<file path="src/rtl/draw_pkg.sv">
`default_nettype none
// +----------------------------------------------------------------------+
// | Module      : draw_pkg                                               |
// | Description : Shared defaults, instruction-width helper and the      |
// |               sequencer state encoding for the draw pipeline.        |
// | Revision    : 1.0 - initial release                                  |
// +----------------------------------------------------------------------+
package draw_pkg;

  // Default draw-instruction field widths
  localparam int C_DEF_WIDTH    = 4;
  localparam int C_DEF_HEIGHT   = 3;
  localparam int C_DEF_MISC_AMT = 9;
  localparam int C_DEF_OP_SIZE  = 1;

  // Packed instruction width: three (x,y) coordinate pairs, 25 bits of
  // shape/colour fields, the op-code and the misc amount.
  function automatic int instr_w(input int width, input int height,
                                 input int misc_amt, input int op_size);
    return 3 * (width + height) + 25 + op_size + misc_amt;
  endfunction

  // Sequencer states
  typedef enum logic [1:0] {
    SEQ_IDLE      = 2'd0,
    SEQ_ISSUE     = 2'd1,
    SEQ_WAIT_DONE = 2'd2
  } seq_state_e;

endpackage
`default_nettype wire

</file>
<file path="src/rtl/instr_fifo.sv">
`default_nettype none
// +----------------------------------------------------------------------+
// | Module      : instr_fifo                                             |
// | Description : Power-of-two deep instruction queue with flush.        |
// |               Flush wins over push and pop in the same cycle.        |
// | Revision    : 1.0 - initial release                                  |
// +----------------------------------------------------------------------+
module instr_fifo #(
  parameter  int DEPTH  = 4,
  parameter  int DATA_W = 56,
  localparam int PTR_W  = $clog2(DEPTH),
  localparam int CNT_W  = $clog2(DEPTH + 1)
) (
  input  logic              clk,
  input  logic              rst_n,
  input  logic              push,
  input  logic              pop,
  input  logic              flush,
  input  logic [DATA_W-1:0] din,
  output logic [DATA_W-1:0] dout,
  output logic [CNT_W-1:0]  count,
  output logic              full
);

  logic [DATA_W-1:0] mem_q [DEPTH];
  logic [DATA_W-1:0] mem_d [DEPTH];
  logic [PTR_W-1:0]  wr_ptr_q, wr_ptr_d;
  logic [PTR_W-1:0]  rd_ptr_q, rd_ptr_d;
  logic [CNT_W-1:0]  count_q, count_d;
  logic              do_push;
  logic              do_pop;

  assign full    = (count_q == CNT_W'(DEPTH));
  assign count   = count_q;
  assign dout    = mem_q[rd_ptr_q];
  assign do_push = push && !full && !flush;
  assign do_pop  = pop && (count_q != '0) && !flush;

  // Next-state for pointers, occupancy and storage; pointers wrap naturally
  always_comb begin
    mem_d    = mem_q;
    wr_ptr_d = wr_ptr_q;
    rd_ptr_d = rd_ptr_q;
    count_d  = count_q;
    if (flush) begin
      wr_ptr_d = '0;
      rd_ptr_d = '0;
      count_d  = '0;
    end else begin
      if (do_push) begin
        mem_d[wr_ptr_q] = din;
        wr_ptr_d        = wr_ptr_q + PTR_W'(1);
      end
      if (do_pop) begin
        rd_ptr_d = rd_ptr_q + PTR_W'(1);
      end
      case ({do_push, do_pop})
        2'b10:   count_d = count_q + CNT_W'(1);
        2'b01:   count_d = count_q - CNT_W'(1);
        default: count_d = count_q;
      endcase
    end
  end

  // Queue state registers
  always_ff @(posedge clk or negedge rst_n) begin
    if (!rst_n) begin
      for (int i = 0; i < DEPTH; i++) begin
        mem_q[i] <= '0;
      end
      wr_ptr_q <= '0;
      rd_ptr_q <= '0;
      count_q  <= '0;
    end else begin
      mem_q    <= mem_d;
      wr_ptr_q <= wr_ptr_d;
      rd_ptr_q <= rd_ptr_d;
      count_q  <= count_d;
    end
  end

endmodule
`default_nettype wire

</file>
<file path="src/rtl/draw_sequencer.sv">
`default_nettype none
// +----------------------------------------------------------------------+
// | Module      : draw_sequencer                                         |
// | Description : Queues draw instructions and hands them one at a time  |
// |               to the draw engine (IDLE -> ISSUE -> WAIT_DONE).       |
// |               Optional macro DRAW_SEQ_STATS_EN adds a 16-bit         |
// |               issued_count output.                                   |
// | Revision    : 1.0 - initial release                                  |
// +----------------------------------------------------------------------+
module draw_sequencer
  import draw_pkg::*;
#(
  parameter  int WIDTH    = C_DEF_WIDTH,
  parameter  int HEIGHT   = C_DEF_HEIGHT,
  parameter  int MISC_AMT = C_DEF_MISC_AMT,
  parameter  int OP_SIZE  = C_DEF_OP_SIZE,
  parameter  int DEPTH    = 4,
  localparam int INSTR_W  = instr_w(WIDTH, HEIGHT, MISC_AMT, OP_SIZE),
  localparam int CNT_W    = $clog2(DEPTH + 1)
) (
  input  logic               clk,
  input  logic               rst_n,
  input  logic               in_valid,
  input  logic [INSTR_W-1:0] in_instr,
  output logic               in_ready,
  input  logic               flush,
  output logic               eng_start,
  output logic [INSTR_W-1:0] eng_instr,
  input  logic               eng_done,
  output logic               busy,
  output logic [CNT_W-1:0]   fifo_count
`ifdef DRAW_SEQ_STATS_EN
  ,
  output logic [15:0]        issued_count
`endif
);

  seq_state_e         state_q, state_d;
  logic [INSTR_W-1:0] eng_instr_q, eng_instr_d;
  logic [INSTR_W-1:0] fifo_dout;
  logic               fifo_full;
  logic               fifo_pop;
  logic               fifo_push;

  // Readiness depends only on occupancy and flush, never on a same-cycle pop
  assign in_ready  = !fifo_full && !flush;
  assign fifo_push = in_valid && in_ready;
  assign eng_start = (state_q == SEQ_ISSUE);
  assign busy      = (state_q != SEQ_IDLE);
  assign eng_instr = eng_instr_q;

  instr_fifo #(
    .DEPTH  (DEPTH),
    .DATA_W (INSTR_W)
  ) u_fifo (
    .clk   (clk),
    .rst_n (rst_n),
    .push  (fifo_push),
    .pop   (fifo_pop),
    .flush (flush),
    .din   (in_instr),
    .dout  (fifo_dout),
    .count (fifo_count),
    .full  (fifo_full)
  );

  // Sequencer FSM: pop into the instruction register on IDLE->ISSUE only
  always_comb begin
    state_d     = state_q;
    eng_instr_d = eng_instr_q;
    fifo_pop    = 1'b0;
    case (state_q)
      SEQ_IDLE: begin
        if ((fifo_count != '0) && !flush) begin
          fifo_pop    = 1'b1;
          eng_instr_d = fifo_dout;
          state_d     = SEQ_ISSUE;
        end
      end
      SEQ_ISSUE: begin
        state_d = SEQ_WAIT_DONE;
      end
      SEQ_WAIT_DONE: begin
        if (eng_done) begin
          state_d = SEQ_IDLE;
        end
      end
      default: begin
        state_d = SEQ_IDLE;
      end
    endcase
  end

  // FSM state and held instruction registers
  always_ff @(posedge clk or negedge rst_n) begin
    if (!rst_n) begin
      state_q     <= SEQ_IDLE;
      eng_instr_q <= '0;
    end else begin
      state_q     <= state_d;
      eng_instr_q <= eng_instr_d;
    end
  end

`ifdef DRAW_SEQ_STATS_EN
  logic [15:0] issued_count_q, issued_count_d;

  // Free-running issue counter, wraps at 16 bits
  always_comb begin
    issued_count_d = issued_count_q + 16'(eng_start);
  end

  // Issue counter register
  always_ff @(posedge clk or negedge rst_n) begin
    if (!rst_n) begin
      issued_count_q <= '0;
    end else begin
      issued_count_q <= issued_count_d;
    end
  end

  assign issued_count = issued_count_q;
`endif

endmodule
`default_nettype wire
</file>
<file path="config.mk">
export PLATFORM = sky130hd
export DESIGN_NAME = draw_sequencer
export DESIGN_NICKNAME = d
export VERILOG_FILES = /design/src/rtl/draw_pkg.sv /design/src/rtl/instr_fifo.sv /design/src/rtl/draw_sequencer.sv
export SDC_FILE = /design/constraint.sdc
export NUM_CORES = 1
export LEC_CHECK = 0
export ABC_CLOCK_PERIOD_IN_PS = 2900
export CORE_MARGIN = 4
export CORE_UTILIZATION = 45
export DETAILED_ROUTE_END_ITERATION = 10
export DONT_BUFFER_PORTS = 1
export GPL_TIMING_DRIVEN = 0
export HOLD_SLACK_MARGIN = 0.06
export SLEW_MARGIN = 20
export SYNTH_ARGS = -nofsm -noshare
export SYNTH_HDL_FRONTEND = slang
export SYNTH_SLANG_ARGS = --single-unit
</file>
<file path="constraint.sdc">
create_clock -name clk -period 2.9 [get_ports clk]
set_input_delay 0.29 -clock clk [delete_from_list [all_inputs] [get_ports clk]]
set_output_delay 0.29 -clock clk [all_outputs]
set_load 0.02 [all_outputs]
</file>
==> results.yml, run 1 <==
cts:
  clkTransAtPathRegs_ns: 0.06
  clock-sinks: 289
  clk_path_buf_depth: 3
  cts_made_buffers: 34
  hold_buffers: 58
  cts_tree: "done"
  worstSkewPairLatency_ns: 0.50
  root_buffer: "clkbuf_16"
  cts_max_level: 2
detailed_routing:
  dr_total_vias: 6473
  viasPerCell: 5.52
  dr.pass1.iters: 4
  wl_mm: 25.8
  drt_iter0_markers: 195
  ant_nets: 0
  drcViolationCount: 0
  detail_route.wl_per_cell_um: 22.0
power_and_ir_drop:
  p_comb_frac: 0.257
  ir_worst_vdd_v: 0.000569
  p_int_mw: 11.2
  power_density_nw_per_um2: 1080
  switching_share: 0.289
  seq_power_share: 0.484
  leakage_nw: 6.41
  netSwitchingPower_mw: 4.55
  clockPowerShare: 0.259
global_routing:
  grt_pass1_vias: 7444
  grt_pass1_wl_mm: 42.0
  antenna_found_initial: 0
  grt_max_degree: 290
  grt_overflow: 0
  grt_util_all_layers: 0.175
timing:
  whs_ns: -0.506
  skew_ns: 0.00815
  setup_violations: 0
  finalSetupTns_ns: 0
  fin_crit_ns: 2.69
  slew_violations: 0
  rsz0062_at_grt: "no"
  period_share: 0.927
  finalHoldViolCount: 289
  max_freq_mhz: 372
  slew-limit-headroom: 0.461
  tightestPinTransition_ns: 0.808
place:
  port_buffers: 0
  place_area_um2: 12800
  gp_congestion: 0.745
  place_hpwl_mm: 16.4
floorplan:
  start_util: 0.459
  dieWidth_um: 174
  core_um2: 27000
  io_pins: 123
  chipHeight_um: 174
  fp-row-count: 60
  dieArea_um2: 30300
synthesis:
  synth_seq_cells: 289
  synth_nets: 783
  synthArstFlopShare: 1.00
  synth_ff_type: "dfrtp_1"
  synthTopCellsByCount: "dfrtp_1 (289), mux2_2 (184), mux2_1 (98), mux4_2 (56), buf_6 (26)"
  synth-edff-count: 0
  synth_area_leader_cell: "dfrtp_1"
  ys_seq_area_frac: 0.583
  ys_types: 30
  avgSynthCellArea_um2: 17.3
  synth_most_common_cell: "dfrtp_1"
  syn_inst: 717
  syn-cell-area_um2: 12400
  ys_warn_count: 0
  synth_area_leaders: "dfrtp_1 (58%), mux2_2 (17%), mux4_2 (10%)"
  synth_top_area_frac: 0.583
setup_path:
  required_ns: 3.28
  rrSetupSlack_ns: 0.21
  critPathArrivalTime_ns: 3.07
  worst-setup-path-type: "reg -> reg"
  worstReg2RegStart: "u_fifo.count[2]$_DFFE_PN0P_"
  reg2reg_to: "u_fifo.count[2]$_DFFE_PN0P_"
  critPathMaxFanout: 10
  critPathCaptureType: "flip-flop"
  reg2reg_depth: 9
  startpoint_type: "flip-flop"
job:
  maxCapViolCount: 0
final_layout:
  multi_input_area_um2: 4770
  drive_gt1_frac: 0.401
  final_area_um2: 14500
  area_growth_pct: 16.9
  nFillCells: 2165
  seq_area_um2: 7230
  num_antenna_cells: 0
  final_nets: 877
status:
  violations: "hold timing"
  status: "complete, but fails checks"
worst_hold_path:
  hold_class: "in -> async"
==> cell families (layout without fill, tap and decap cells) <==
kind of cell | count (synthesis) | after routing | synth area share
AND/OR/NAND/NOR | 28 | 28 | 0.0144
flip-flops | 289 | 289 | 0.583
adder cells (fa/ha/maj) | 5 | 5 | 0.00565
AO/OA/AOI/OAI | 4 | 4 | 0.00252
multiplexers | 339 | 339 | 0.359
buffers and inverters | 48 | 163 | 0.0327
XOR/XNOR | 4 | 4 | 0.00283
==> cell usage in the layout (no fill, tap or decap), types with 2 or more instances in the layout <==
cell type | synthesis | final
nor2_1 | 9 | 9
mux4_2 | 56 | 56
buf_2 | 11 | 11
xor2_1 | 3 | 3
nand2_2 | 4 | 4
clkbuf_8 | 0 | 8
inv_1 | 4 | 4
dfrtp_2 | 0 | 2
buf_6 | 26 | 26
nor2b_1 | 4 | 4
mux2_1 | 98 | 98
mux2_2 | 184 | 184
ha_1 | 4 | 4
dfrtp_1 | 289 | 287
clkbuf_1 | 4 | 15
nand2_1 | 2 | 2
dlygate4sd3_1 | 0 | 58
nand2b_1 | 3 | 3
buf_1 | 2 | 2
clkbuf_16 | 0 | 37
==> critical path, stage by stage (launching register included) <==
cell and delay, ns:
dfrtp_1 0.48, or3_4 0.47, nand3b_4 0.17, buf_6 0.21, buf_6 0.19, nor2_1 0.06, fa_1 0.38, nand3b_1 0.17
a2bb2oi_1 0.16, mux2_2 0.27
==> layout make-up <==
type	count	area share
multi-input cells	380	0.329
inverters	4	0.00104
well taps	341	0.0294
flip-flops and latches	289	0.499
plain buffers	44	0.0269
clock inverters	1	0.000345
repair buffers	58	0.0400
clock buffers	56	0.0743
==> how the worst max path moves through the flow <==
stage	cells after the start	slack [ns]	from	to
after global placement	9	0.09	u_fifo.count[0]$_DFFE_PN0P_	u_fifo.count[2]$_DFFE_PN0P_
after detailed placement	9	0.07	u_fifo.count[0]$_DFFE_PN0P_	u_fifo.count[2]$_DFFE_PN0P_
final	9	0.21	u_fifo.count[2]$_DFFE_PN0P_	u_fifo.count[2]$_DFFE_PN0P_
after CTS	9	0.05	u_fifo.count[0]$_DFFE_PN0P_	u_fifo.count[2]$_DFFE_PN0P_
after floorplan	9	0.46	u_fifo.count[0]$_DFFE_PN0P_	u_fifo.count[2]$_DFFE_PN0P_
after global routing	9	0.06	u_fifo.count[2]$_DFFE_PN0P_	u_fifo.count[2]$_DFFE_PN0P_
==> power by group through the flow <==
stage | clock, mW | combinational [mW] | sequential, mW
finish | 4.07 | 4.05 | 7.62
global placement | 0 | 3.82 | 7.51
global route | 4.38 | 4.46 | 7.85
floorplan | 0 | 3.40 | 7.25
CTS | 4.19 | 4.13 | 7.65
detailed placement | 0 | 4.03 | 7.71
==> per-stage QoR <==
stage                      util  hold WS (ns)  total power [mW]  instances  worst slack (ns)
after global placement    0.475       0.00330              11.3       1058            0.0909
final                     0.537        -0.506              15.7       1173             0.213
after global routing      0.537        -0.532              16.7       1173            0.0625
after CTS                 0.536        -0.531              16.0       1173            0.0482
after detailed placement  0.475       0.00733              11.7       1058            0.0652
after floorplan               -      -0.00559              10.7        717             0.462
==> state kept, by name (all words and copies together), names as in the netlist <==
| register | flops |
|---|---|
| u_fifo.wr_ptr_q | 2 |
| u_fifo.count | 3 |
| eng_instr | 56 |
| state_q | 2 |
| u_fifo.rd_ptr_q | 2 |
| u_fifo.mem_q | 224 |
==> routing by layer <==
| metal | part of all wire | vias up | GRT usage |
|---|---|---|---|
| met5 | 0 | - | 0 |
| met4 | 0.020 | 0 | 0.0452 |
| met3 | 0.045 | 44 | 0.0376 |
| met2 | 0.51 | 123 | 0.306 |
| met1 | 0.42 | 3462 | 0.223 |
| li1 | - | 2844 | - |
==> what timing repair did <==
action	CTS	global route
endpoints found under the hold margin	516	289
endpoints found under the setup margin	0	1
setup buffers	0	0
gates resized for setup	0	3
Note: power is estimated with default switching activity, not from simulation.
==> run 2: changes to the inputs <==
--- a/config.mk
+++ b/config.mk
@@ -6,7 +6,6 @@
 export NUM_CORES = 1
 export LEC_CHECK = 0
 export ABC_CLOCK_PERIOD_IN_PS = 2900
-export CORE_MARGIN = 4
 export CORE_UTILIZATION = 45
 export DETAILED_ROUTE_END_ITERATION = 10
 export DONT_BUFFER_PORTS = 1
==> run 2 against run 1 <==
Net effect: the flow still finishes with violations (hold timing); global-route usage is 1.7 points higher; clock-buffer cell count is 12 lower; final cell count is 0.17% higher; fmax is 0.54% higher; register-to-register slack hardly changed; non-clock buffer count is 1 higher; total power is 1.2% higher; sequential power hardly changed; combinational power hardly changed; largest cell class unchanged.
==> results.yml, run 2 (same netlist as run 1, synthesis figures left out) <==
power_and_ir_drop:
  leakage_nw: 6.43
  ir_worst_vdd_v: 0.000527
  clockPowerShare: 0.268
  p_comb_frac: 0.254
  seq_power_share: 0.479
  netSwitchingPower_mw: 4.56
  switching_share: 0.287
  power_density_nw_per_um2: 1090
  p_int_mw: 11.4
timing:
  whs_ns: -0.566
  rsz0062_at_grt: "no"
  fin_crit_ns: 2.67
  skew_ns: 0.00719
  slew_violations: 0
  tightestPinTransition_ns: 0.816
  max_freq_mhz: 374
  finalSetupTns_ns: 0
  setup_violations: 0
  period_share: 0.922
  slew-limit-headroom: 0.456
  finalHoldViolCount: 289
cts:
  cts_setup_buffers: 0
  cts_made_buffers: 31
  worstSkewPairLatency_ns: 0.55
  clkTransAtPathRegs_ns: 0.06
  cts_tree: "done"
  clock-sinks: 289
  hold_buffers: 59
  clk_path_buf_depth: 3
  cts_max_level: 1
  root_buffer: "clkbuf_16"
setup_path:
  critPathMaxFanout: 10
  startpoint_type: "flip-flop"
  required_ns: 3.33
  worst-setup-path-type: "reg -> reg"
  critPathCaptureType: "flip-flop"
  critPathArrivalTime_ns: 3.10
detailed_routing:
  drcViolationCount: 0
  wl_mm: 25.4
  viasPerCell: 5.49
  dr_total_vias: 6447
  drt_iter0_markers: 263
  dr.pass1.iters: 5
  detail_route.wl_per_cell_um: 21.6
  ant_nets: 0
status:
  violations: "hold timing"
  status: "complete, but fails checks"
final_layout:
  final_common_cell: "dfrtp_1"
  nFillCells: 2162
  final_cell_mix: "dfrtp_1 (287), mux2_2 (184), mux2_1 (98)"
  area_growth_pct: 17.4
  largest_reg_flops: 224
  final_nets: 875
  final_area_um2: 14600
  drive_gt1_frac: 0.408
  top_register: "u_fifo.mem_q"
  multi_input_area_um2: 4770
  seq_area_um2: 7230
place:
  place_area_um2: 12800
  gp_congestion: 0.726
  place_hpwl_mm: 16.1
  port_buffers: 0
global_routing:
  grt_pass1_wl_mm: 41.9
  antenna_found_initial: 1
  grt_overflow: 0
  grt_max_degree: 290
  grt_util_all_layers: 0.192
  grt_pass1_vias: 7434
floorplan:
  dieArea_um2: 28200
  core_um2: 27000
  io_pins: 123
  dieWidth_um: 168
  start_util: 0.459
  fp-row-count: 60
  chipHeight_um: 168
worst_hold_path:
  hold_class: "in -> async"
job:
  maxCapViolCount: 0
## run 2: changes by cell type in the layout (fill, tap and decap cells not counted), sizes merged
cell / change
clkinv: +3
clkinvlp: +3
diode: +1
clkbuf: -12
bufinv: +6
dlygate4sd3: +1
## run 2: critical path, stage by stage (launching register included)
cell and delay [ns]:
dfrtp_1 0.48, or3_4 0.47, nand3b_4 0.15, buf_6 0.20, buf_6 0.19, nor2_1 0.07, fa_1 0.39, nand3b_1 0.17
a2bb2oi_1 0.16, mux2_2 0.27
## run 2: metrics by stage
stage	instances	power [mW]	util	hold WS, ns	setup WS [ns]
floorplan	717	10.7	-	-0.00559	0.462
global placement	1058	11.3	0.475	0.00193	0.113
detailed placement	1058	11.7	0.475	0.00396	0.0732
CTS	1174	16.1	0.538	-0.590	0.0654
global route	1175	16.9	0.539	-0.595	0.0785
finish	1175	15.9	0.539	-0.566	0.227
## run 2: metal layers
layer	part of all wire	up-vias	wire length [µm]	global-route usage
met5	0	-	0	0
met4	0.017	0	431	0.0463
met3	0.046	35	1170	0.0378
met2	0.51	121	13000	0.331
met1	0.43	3466	10800	0.251
li1	-	2825	-	-
## run 2: power groups by stage
stage	Clock, mW	Combinational [mW]	Sequential (mW)
after global routing	4.57	4.43	7.88
after floorplan	0	3.40	7.25
after global placement	0	3.82	7.50
after CTS	4.39	4.12	7.64
after detailed placement	0	4.01	7.71
final	4.26	4.04	7.62
## run 2: repair_timing
item / CTS / global route
hold endpoints to repair: 517 / 289
gates resized for setup: 0 / 3
endpoints found under the setup margin: 0 / 1
## run 2: worst paths after layout
kind | start | endpoint | depth (start not counted) | slack (ns)
worst max register to register | u_fifo.count[2]$_DFFE_PN0P_ | u_fifo.count[2]$_DFFE_PN0P_ | 9 | 0.23
worst min register to register | u_fifo.mem_q[49]$_DFFE_PN0P_ | u_fifo.mem_q[49]$_DFFE_PN0P_ | 1 | 0.48
max in group asynchronous | rst_n | u_fifo.mem_q[112]$_DFFE_PN0P_ | 0 | 3.02
min in group clk | flush | u_fifo.rd_ptr_q[1]$_DFFE_PN0P_ | 2 | 0.12
worst min-delay path | rst_n | eng_instr[42]$_DFFE_PN0N_ | 0 | -0.57
worst max-delay path | u_fifo.count[2]$_DFFE_PN0P_ | u_fifo.count[2]$_DFFE_PN0P_ | 9 | 0.23
## run 2: final cells by class
type,instances,area share
Sequential cell,289,0.497
Antenna cell,1,0.000172
Clock buffer,44,0.0621
Inverter,4,0.00103
Timing Repair Buffer,59,0.0406
Multi-Input combinational cell,380,0.328
Clock inverter,13,0.0156
Buffer,44,0.0268
Tap cell,341,0.0293
